--- src/rtl/xbar_batch_scheduler.sv ---
// xbar_batch_scheduler: drains one latched batch of PE packets to accumulate-buffer banks with per-bank round-robin
// Ports:
//   clock_i, reset_i      clock and synchronous active-high reset
//   in_valid_i/index/data per-source packets, sampled only while idle
//   busy_o                high while a batch is draining
//   dst_ready_i           per-bank accept strobe
//   out_valid/index/data  registered per-bank packet outputs
//   batch_cycles_o        drain length of the last finished batch (saturating)
module xbar_batch_scheduler #(
    parameter int NUM_SRC = 4,
    parameter int NUM_DST = 4,
    parameter int DATA_W  = 16,
    parameter int INDEX_W = 8
) (
    input  logic                       clock_i,
    input  logic                       reset_i,
    input  logic [NUM_SRC-1:0]         in_valid_i,
    input  logic [NUM_SRC*INDEX_W-1:0] in_index_i,
    input  logic [NUM_SRC*DATA_W-1:0]  in_data_i,
    output logic                       busy_o,
    input  logic [NUM_DST-1:0]         dst_ready_i,
    output logic [NUM_DST-1:0]         out_valid_o,
    output logic [NUM_DST*INDEX_W-1:0] out_index_o,
    output logic [NUM_DST*DATA_W-1:0]  out_data_o,
    output logic [7:0]                 batch_cycles_o
);
    localparam int DST_W = $clog2(NUM_DST);
    localparam int SRC_W = NUM_SRC > 1 ? $clog2(NUM_SRC) : 1;
    typedef enum logic {IDLE, DRAIN} state_t;
    state_t               state_q, state_d;
    logic [NUM_SRC-1:0]   pending_q, pending_d;
    logic [INDEX_W-1:0]   idx_q [NUM_SRC];
    logic [DATA_W-1:0]    data_q [NUM_SRC];
    logic [SRC_W-1:0]     ptr_q [NUM_DST];
    logic [NUM_DST-1:0]   gnt_v;
    logic [SRC_W-1:0]     gnt_s [NUM_DST];
    logic [SRC_W-1:0]     s;
    logic [7:0]           cyc_q, cyc_inc, batch_cycles_q;
    logic [NUM_DST-1:0]   out_valid_q;
    logic [NUM_DST*INDEX_W-1:0] out_index_q;
    logic [NUM_DST*DATA_W-1:0]  out_data_q;
    assign busy_o         = state_q == DRAIN;
    assign out_valid_o    = out_valid_q;
    assign out_index_o    = out_index_q;
    assign out_data_o     = out_data_q;
    assign batch_cycles_o = batch_cycles_q;
    assign cyc_inc        = cyc_q == 8'hFF ? cyc_q : cyc_q + 8'd1;
    always_comb begin
        gnt_v     = '0;
        s         = '0;
        pending_d = pending_q;
        state_d   = state_q;
        for (int d = 0; d < NUM_DST; d++) gnt_s[d] = '0;
        // scan sources starting at the bank's pointer; first eligible wins
        for (int d = 0; d < NUM_DST; d++) begin
            for (int k = 0; k < NUM_SRC; k++) begin
                s = SRC_W'((int'(ptr_q[d]) + k) % NUM_SRC);
                if (state_q == DRAIN && dst_ready_i[d] && !gnt_v[d] && pending_q[s]
                    && idx_q[s][DST_W-1:0] == DST_W'(d)) begin
                    gnt_v[d] = 1'b1;
                    gnt_s[d] = s;
                end
            end
        end
        for (int d = 0; d < NUM_DST; d++) if (gnt_v[d]) pending_d[gnt_s[d]] = 1'b0;
        if (state_q == IDLE && |in_valid_i) begin
            pending_d = in_valid_i;
            state_d   = DRAIN;
        end else if (state_q == DRAIN && pending_d == '0) begin
            state_d = IDLE;
        end
    end
    always_ff @(posedge clock_i) begin
        if (reset_i) begin
            state_q        <= IDLE;
            pending_q      <= '0;
            cyc_q          <= '0;
            batch_cycles_q <= '0;
            out_valid_q    <= '0;
            out_index_q    <= '0;
            out_data_q     <= '0;
            for (int i = 0; i < NUM_SRC; i++) begin
                idx_q[i]  <= '0;
                data_q[i] <= '0;
            end
            for (int d = 0; d < NUM_DST; d++) ptr_q[d] <= '0;
        end else begin
            state_q     <= state_d;
            pending_q   <= pending_d;
            out_valid_q <= gnt_v;
            for (int d = 0; d < NUM_DST; d++) begin
                if (gnt_v[d]) begin
                    out_index_q[d*INDEX_W +: INDEX_W] <= idx_q[gnt_s[d]];
                    out_data_q[d*DATA_W +: DATA_W]    <= data_q[gnt_s[d]];
                    ptr_q[d] <= SRC_W'((int'(gnt_s[d]) + 1) % NUM_SRC);
                end
            end
            if (state_q == IDLE && |in_valid_i) begin
                cyc_q <= '0;
                for (int i = 0; i < NUM_SRC; i++) begin
                    idx_q[i]  <= in_index_i[i*INDEX_W +: INDEX_W];
                    data_q[i] <= in_data_i[i*DATA_W +: DATA_W];
                end
            end
            if (state_q == DRAIN) begin
                cyc_q <= cyc_inc;
                if (state_d == IDLE) batch_cycles_q <= cyc_inc;
            end
        end
    end
endmodule

--- config.mk ---
export PLATFORM = sky130hd
export DESIGN_NAME = xbar_batch_scheduler
export DESIGN_NICKNAME = d
export VERILOG_FILES = /design/src/rtl/xbar_batch_scheduler.sv
export SDC_FILE = /design/constraint.sdc
export NUM_CORES = 1
export LEC_CHECK = 0
export ABC_AREA = 1
export BUFFER_PORTS_ARGS = -buffer_cell sky130_fd_sc_hd__buf_4
export CAP_MARGIN = 20
export CORE_MARGIN = 4
export CORE_UTILIZATION = 30
export DETAILED_ROUTE_END_ITERATION = 8
export GPL_TIMING_DRIVEN = 0
export HOLD_SLACK_MARGIN = 0.02
export PLACE_DENSITY = 0.46
export SYNTH_ARGS = -nofsm -noshare
export SYNTH_HDL_FRONTEND = slang
export SYNTH_SLANG_ARGS = --single-unit
--- constraint.sdc ---
create_clock -name clock_i -period 4.67 [get_ports clock_i]
set_input_delay 0.7005 -clock clock_i [delete_from_list [all_inputs] [get_ports clock_i]]
set_output_delay 0.7005 -clock clock_i [all_outputs]
set_load 0.02 [all_outputs]
== Word-level counts from Yosys, hierarchy flattened ==
Memory sizes are Yosys's and may differ from the RTL's. A register that Yosys moved wholly into a read port is not among the register bits.
Index checks and enable logic that the tools add are counted.
Widths: inputs -> output; s select.
Word-level totals
  output and inout bits: 109
  bits in registers: 25
  input port bits: 106
  memories: 3
  bits in writable memories: 104
Operators by class
  order comparisons: 24
  reduce and logical (&&, ||, !) cells: 74
  multiplexer cells: 111
  $add $sub $neg: 17
  bitwise operators: 22
  equal/unequal tests: 13
Memory list
  data_q: words 4, width 16, rd ports 4, clocked after Yosys merged registers in 4, wr ports 4, line 33  | logic [DATA_W-1:0] data_q [NUM_SRC];
  idx_q: words 4, width 8, rd ports 20, clocked after Yosys merged registers in 4, wr ports 4, line 32  | logic [INDEX_W-1:0] idx_q [NUM_SRC];
  ptr_q: words 4, width 2, rd ports 4, clocked after Yosys merged registers in 0, wr ports 4, line 34  | logic [SRC_W-1:0] ptr_q [NUM_DST];
Operators with widths (number)
  $mux 16: 4
  $lt 2x3->1 const B: 20
  $mux 8: 7
  $mux 1: 55
  $logic_and 1x1->1: 54
  $mux 2: 20
  $bmux 1 s2: 16
  $mux 4: 5
  $add 2x1->2 const B: 8
  $add 2x2->2 const B: 8
  $and 4x4->4: 4
  $eq 2x2->1 const B: 8
  $not 4->4: 4
  $logic_not 1->1: 12
  $or 1x1->1: 12
  $add 8x1->8 const B: 1
  $demux 1 s2: 4
  $eq 2x1->1 const B: 4
  $eq 8x8->1 const B: 1
  $ge 2x1->1 const B: 4
  $logic_not 2->1: 4
  $logic_not 4->1: 1
  $reduce_or 4->1: 1
  $not 1->1: 2
  other kinds (2): 2

== Longest topological paths before layout ==
Gate-level depths: netlist of run 1.
  depth after elaboration: 39
  gate-level depth with buffers: 27
  mapped depth without buffers: 25

== Worst setup path after synthesis of run 1 ==
Ideal clock, no wire load.
  path kind: input -> register
  from: in reset_i
  to: reg pending_q[0]
  arrival: 3.605 ns
  slack: 0.811 ns
  cell stages on the path: 5
  path buffers: 2
  required time: 4.417 ns
  library setup time: 0.253 ns
  path through: clkbuf_1 > inv_1 > clkbuf_1 > nand2_1 > o22ai_1
RTL lines
  from (decl): line 16  | input logic reset_i,
  to (signal assigned): line 89  | pending_q <= pending_d;
  to (decl): line 31  | logic [NUM_SRC-1:0] pending_q, pending_d;

==> reports/summary.txt, run 1 <==
most used cell, CP -> nand2_1
Inserted Clock Buffers -> 27
switching portion of total power -> 0.408
Slew @ Worst Pin -> 914 ps
Setup Skew -> 18.7 ps
max cap viols -> 0
combinational power share -> 0.356
Crit Path Max Fanout -> 11
cell count after placement -> 2,545
Area Overhead vs Synth -> 25.9%
Slew Viols, Final -> 0
row cnt -> 74
Die Y -> 212 um
Die ar. -> 44,800 um2
clock-pin slew on the worst setup and hold paths -> 60 ps
Final #Nets -> 2,161
Seq/Total Area, Yosys -> 0.446
routed vias -> 12.8k
layout cell share with drive strength beyond 1 -> 0.173
vias in the first global route -> 12.6k
H-tree depth -> 1
vias per cell -> 4.94
Global Route Usage Sum -> 0.229
Resize count post-CTS -> 0
Initial Util -> 0.304
Post-synth ARST share -> 0
critical path class -> flip-flop to flip-flop
EDFF count, synth -> 104
Longest Clk Path Bufs -> 3
TritonRoute pass-1 iters -> 6
Setup Fix Bufs, Post-CTS -> 0
diode count -> 0
Leak -> 7.53 nW
crit share post-route -> 0.797
pwr dens -> 490 nW/um2
Antenna Nets Post-Route -> 0
Max IR drop VDD -> 0.000262 V
initial antenna violation count -> 0
Worst Setup SP -> ptr_q[2][0]
switching power -> 3.13 mW
Clock Latency Late Sink -> 580 ps
CTS Sinks -> 225
Clock power frac -> 0.288
CP Capture Type -> flip-flop
Req. time, crit path -> 5140 ps
largest net degree at the start of global routing -> 71
worst reg2reg path startpoint -> ptr_q[2][0]
CP bufs+invs -> 6
Mapped Nets -> 1,917
Synth Instances -> 1,798
routed length per instance -> 20.5 um
critical path's top delay family -> simple AND/OR/NAND/NOR gates
largest family of logic cells by synthesized area -> simple AND/OR/NAND/NOR gates
Hold Crit Class -> primary input to flip-flop
outcome -> finished, final reports clean
Hold Startpoint -> in_data_i[2]
CP peak stage delay -> 420 ps
Post-synth top flop -> dfxtp_1
Yosys cell types -> 38
Adder-Cell Fraction of Synth Area -> 0.0131
sequential power share -> 0.356
XOR/XNOR Fraction of Synth Area -> 0.00412
Die X -> 212 um
Post-Syn Area per Cell -> 6.92 um2
Slew headroom -> 0.391
Post-route DRC -> 0
fin crit period -> 3720 ps
post-route cell area -> 15,700 um2
post-DP HPWL -> 39.5 mm
Layout Utilization -> 0.383
Synth Area in Simple Gates -> 0.412
unrepaired setup endpoints after global routing -> no
final hold vios -> 0
CP Cell Sequence -> buf_2 -> inv_1 -> buf_4 -> nand2_1 -> nand2_1 -> nand4_1 -> nand2_1 -> nand3_1 -> inv_1 -> nor2_2 -> nand3_1 -> nand3_1 -> nand2_2 -> buf_6 -> inv_1 -> ha_1 -> nand2_1 -> nand4_1 -> nor2_2 -> nor2_8 -> nand2_2 -> nand2_1 -> nand2_1 -> nor2_1
startpoint types -> flip-flop
Critical Path AT -> 4190 ps
Synth Register Bits -> 225
first-pass GRT wire length -> 78.5 mm
Post-DP Area -> 14,700 um2
Port Buf Inserts -> 214
Initial DRC Count -> 1,229
multiplexer share of the synthesized area -> 0
core area -> 40,900 um2
post-route insts no fill -> 2,595
post-synthesis compound-gate area fraction -> 0.0267
Root Driver -> clkbuf_16
TritonCTS clock tree -> yes
achievable frequency -> 269 MHz
Hold-fix buffers, CTS -> 0
gr ovfl total -> 0
gpl congestion -> 0.915
worst hold margin -> 423 ps
WL final -> 53.1 mm
Ys Warns -> 0
endpoints failing setup -> 0
P_int -> 4.54 mW
Cell Area, Synth -> 12,400 um2
I/O pins -> 215
slowest cell on the critical path -> nand2_2
-- flip-flops by register name, indices dropped and copies added (netlist names) --
name            count
batch_cycles_o      8
busy_o              1
cyc_q               8
data_q             64
idx_q              32
out_data_o         64
out_index_o        32
out_valid_o         4
pending_q           4
ptr_q               8
-- layer usage --
metal | track usage | routed length, um
met4 | 0.0571 | 1180
met3 | 0.0336 | 3770
met1 | 0.325 | 24100
met2 | 0.370 | 24100
met5 | 0 | 0
-- synthesized netlist by cell type, types with 2 or more instances --
library cell  count  area share
dfxtp_1         121        0.19
clkbuf_1         30      0.0091
inv_1           186       0.056
a2bb2oi_1         2      0.0014
inv_2            10      0.0030
xor2_1            2      0.0014
xnor2_1           2      0.0014
buf_1             4      0.0012
nand3_2           3      0.0024
a21oi_1          14      0.0056
nor3_1            4      0.0016
buf_2            52       0.021
nor2_1          174       0.053
ha_1             13       0.013
buf_6             4      0.0036
o21ai_0          14      0.0056
nor2_4            2      0.0018
nand3b_1          7      0.0042
nand4_1          47       0.024
nor2_2            4      0.0020
nand2_2          12      0.0060
buf_4             6      0.0036
edfxtp_1        104        0.25
nand2_1         647        0.20
clkinv_1          2     0.00060
o22ai_1           5      0.0025
nand3_1         295        0.12
o21ai_1          22      0.0089
-- cell families after synthesis --
group | count (synthesis)
AND/OR/NAND/NOR | 1199
buffers and inverters | 295
adder cells (fa/ha/maj) | 13
XOR/XNOR | 5
AO/OA/AOI/OAI | 61
flip-flops | 225
-- through the flow --
step,setup slack (ps),power [mW],TNS (ps)
finish,948,7.68,0
global route,607,8.07,0
CTS,999,7.70,0
detailed placement,951,5.47,0
global placement,-1230,5.47,-120950
floorplan,811,4.27,0
-- path summary, 6_finish.rpt --
check	endpoint	slack (ps)	cells after the start
min	data_q[0][2]	420	3
max	batch_cycles_o[1]	950	24
min reg2reg	out_index_o[16]	430	2
max reg2reg	batch_cycles_o[1]	950	24
-- worst reg2reg max path, stage by stage (launching register included) --
cell and delay [ps]:
edfxtp_1 350, buf_2 170, inv_1 80, buf_4 170
nand2_1 60, nand2_1 140, nand4_1 120, nand2_1 90
nand3_1 120, inv_1 100, nor2_2 50, nand3_1 60
nand3_1 370, nand2_2 430, buf_6 230, inv_1 100
ha_1 210, nand2_1 60, nand4_1 140, nor2_2 230
nor2_8 80, nand2_2 90, nand2_1 60, nand2_1 50
nor2_1 40
-- area by class of cell --
cell class,instances,area [um2]
buffer,97,483
inverter,198,743
clock inverter,15,196
timing repair buffer,215,1630
multi-input combinational,1278,5670
fill,4433,25300
clock buffer,35,716
sequential,225,5550
tap,532,666
-- power by group through the flow --
| stage | clock network [mW] | registers [mW] | logic (mW) |
|---|---|---|---|
| final | 2.21 | 2.73 | 2.73 |
| after global routing | 2.34 | 2.76 | 2.97 |
| after CTS | 2.26 | 2.73 | 2.71 |
| after detailed placement | 0 | 2.76 | 2.71 |
| after global placement | 0 | 2.78 | 2.69 |
| after floorplan | 0 | 2.80 | 1.47 |
-- cells in the final DEF, fill, tap and decap left out, drive strengths merged --
| master | Yosys | layout |
|---|---|---|
| nand3 | 298 | 298 |
| xor2 | 2 | 2 |
| a21oi | 15 | 15 |
| or2 | 2 | 2 |
| edfxtp | 104 | 104 |
| clkinv | 2 | 9 |
| nor2 | 181 | 181 |
| a2bb2oi | 2 | 2 |
| o21ai | 37 | 37 |
| ha | 13 | 13 |
| inv | 196 | 198 |
| nand4 | 47 | 47 |
| a21o | 1 | 1 |
| o21a | 1 | 1 |
| o22ai | 5 | 5 |
| xnor2 | 3 | 3 |
| clkbuf | 31 | 66 |
| dfxtp | 121 | 121 |
| bufinv | 0 | 4 |
| clkinvlp | 0 | 2 |
| nand3b | 7 | 7 |
| nor3 | 5 | 5 |
| buf | 66 | 281 |
| nand2 | 659 | 659 |
Power figures use the tool's default switching activity.
==> inputs of run 2 (changes only) <==
Clock period 4.67 ns to 3.75 ns, I/O delays scaled along.
==> run 2 against run 1 <==
Compared with the run above:
- register-to-register slack worse by 650 ps
- first-iteration DRC count grew 8.7%
- critical path depth unchanged
- count of clock-buffer cells in the layout is the same
- largest cell class unchanged
==> reports/summary.txt, run 2 (same netlist as run 1, synthesis figures left out) <==
outcome -> finished, final reports clean
Initial DRC Count -> 1,336
layout cell share with drive strength beyond 1 -> 0.177
startpoint types -> flip-flop
cell count after placement -> 2,545
vias in the first global route -> 12.6k
worst hold endpoint -> idx_q[2][0]
post-DP HPWL -> 39.5 mm
CP peak stage delay -> 540 ps
max cap viols -> 0
Slew headroom -> 0.391
endpoints failing setup -> 0
Slew @ Worst Pin -> 913 ps
core area -> 40,900 um2
TritonCTS clock tree -> yes
gr ovfl total -> 0
crit share post-route -> 0.921
slowest cell on the critical path -> edfxtp_1
post-route insts no fill -> 2,599
worst hold margin -> 285 ps
Reg2Reg Depth -> 24
Hold Startpoint -> in_index_i[16]
WL final -> 53.2 mm
Initial Util -> 0.304
Hold Crit Class -> primary input to flip-flop
Area Overhead vs Synth -> 26.7%
critical path class -> flip-flop to flip-flop
pwr dens -> 611 nW/um2
gpl congestion -> 0.915
Critical Path AT -> 3920 ps
Global Route Usage Sum -> 0.229
reg2reg setup slack -> 300 ps
Die Y -> 212 um
Leak -> 7.57 nW
Antenna Nets Post-Route -> 0
H-tree depth -> 1
most frequent cells in the layout -> 645 x nand2_1, 294 x nand3_1, 226 x buf_4, 185 x inv_1, 173 x nor2_1
unrepaired setup endpoints after global routing -> no
Clock Latency Late Sink -> 580 ps
Worst R2R End -> batch_cycles_o[1]
TritonRoute pass-1 iters -> 6
Slew Viols, Final -> 0
CP Capture Type -> flip-flop
vias per cell -> 4.95
achievable frequency -> 289 MHz
Longest Clk Path Bufs -> 3
worst reg2reg path startpoint -> idx_q[0][1]
Crit Path Max Fanout -> 11
routed length per instance -> 20.5 um
most used cell, CP -> nand2_1
CP Cell Sequence -> nand3_1 -> nand2_1 -> nand2_1 -> nand2_1 -> nand3_1 -> nand2_1 -> nor2_1 -> nor3_1 -> inv_1 -> nor2_1 -> nor2_4 -> inv_2 -> clkbuf_4 -> ha_1 -> nand2_1 -> nand3_1 -> nor2_1 -> nand2_2 -> nand2_2 -> nor2_8 -> nand2_2 -> nand2_1 -> nand2_1 -> nor2_1
hold path depth -> 3
Req. time, crit path -> 4220 ps
clock-pin slew on the worst setup and hold paths -> 60 ps
Port Buf Inserts -> 214
fill count -> 4,430
fin crit period -> 3450 ps
initial antenna violation count -> 0
CTS Sinks -> 225
Inserted Clock Buffers -> 27
final hold vios -> 0
routed vias -> 12.9k
leading cell type in the layout, fill and taps excluded -> nand2_1
diode count -> 0
Die X -> 212 um
I/O pins -> 215
Die ar. -> 44,800 um2
row cnt -> 74
Root Driver -> clkbuf_16
Setup Skew -> 16.9 ps
Final #Nets -> 2,165
largest net degree at the start of global routing -> 71
first-pass GRT wire length -> 78.5 mm
Post-route DRC -> 0
Hold-fix buffers, CTS -> 0
Max IR drop VDD -> 0.000334 V
-- run 2: changes by cell type in the layout (fill, tap and decap cells not counted), moves of 2 or more --
cell      previous run  this run
clkbuf_4             0         3
buf_4              220       226
nor2_4               2         4
buf_2               52        47
-- run 2: worst max-delay path by stage --
stage / startpoint / to / slack [ps] / depth (start not counted)
after global placement: reset_i / idx_q[2][3] / -2010 / 5
after global routing: ptr_q[2][0] / batch_cycles_o[2] / 6 / 26
final: idx_q[0][1] / batch_cycles_o[1] / 300 / 24
after floorplan: reset_i / pending_q[0] / 30 / 5
after CTS: ptr_q[2][0] / batch_cycles_o[1] / 80 / 24
after detailed placement: ptr_q[2][0] / batch_cycles_o[1] / 80 / 23
-- run 2: final cells by class --
cell class | instances | area, um2 | share of cell area
multi-input cells | 1278 | 5730 | 0.363
flip-flops and latches | 225 | 5550 | 0.352
repair buffers | 220 | 1670 | 0.106
inverters | 198 | 751 | 0.0476
clock buffers | 35 | 716 | 0.0454
well taps | 532 | 666 | 0.0422
plain buffers | 96 | 488 | 0.0310
clock inverters | 15 | 196 | 0.0125
-- run 2: power by group --
group          total, mW  internal (mW)  switching (mW)
combinational       3.46           1.07            2.38
clock               2.76           1.63            1.13
sequential          3.40           2.98           0.420
total               9.62           5.68            3.94
-- run 2: timing repair --
action / CTS / global route
resized for setup: 0 / 22
endpoints found under the hold margin: 0 / 0
buffers inserted: 0 / 5
endpoints found under the setup margin: 0 / 9
-- run 2: critical path, delay by kind of cell (launching register included) --
family        cells  cell delay (ps)
fa+ha+maj         1              230
flops             1              540
simple gates     20             2080
buf+inv           3              480
-- run 2: routing by layer --
metal	GRT usage	wire [um]	part of all wire
met1	0.325	24500	0.46
met2	0.370	24100	0.45
met3	0.0336	3470	0.065
met4	0.0571	1170	0.022
met5	0	0	0
-- run 2: through the flow --
stage          power, mW  setup slack [ps]  cell area, um2  utilization  TNS (ps)
2_1_floorplan       5.31              29.4           12400            -         0
3_3_place_gp        6.81             -2010           14700        0.359   -199150
3_5_place_dp        6.81              83.5           14700        0.360         0
4_1_cts             9.59              79.3           15700        0.383         0
5_1_grt             10.1              6.21           15800        0.385         0
6_report            9.62               295           15800        0.385         0
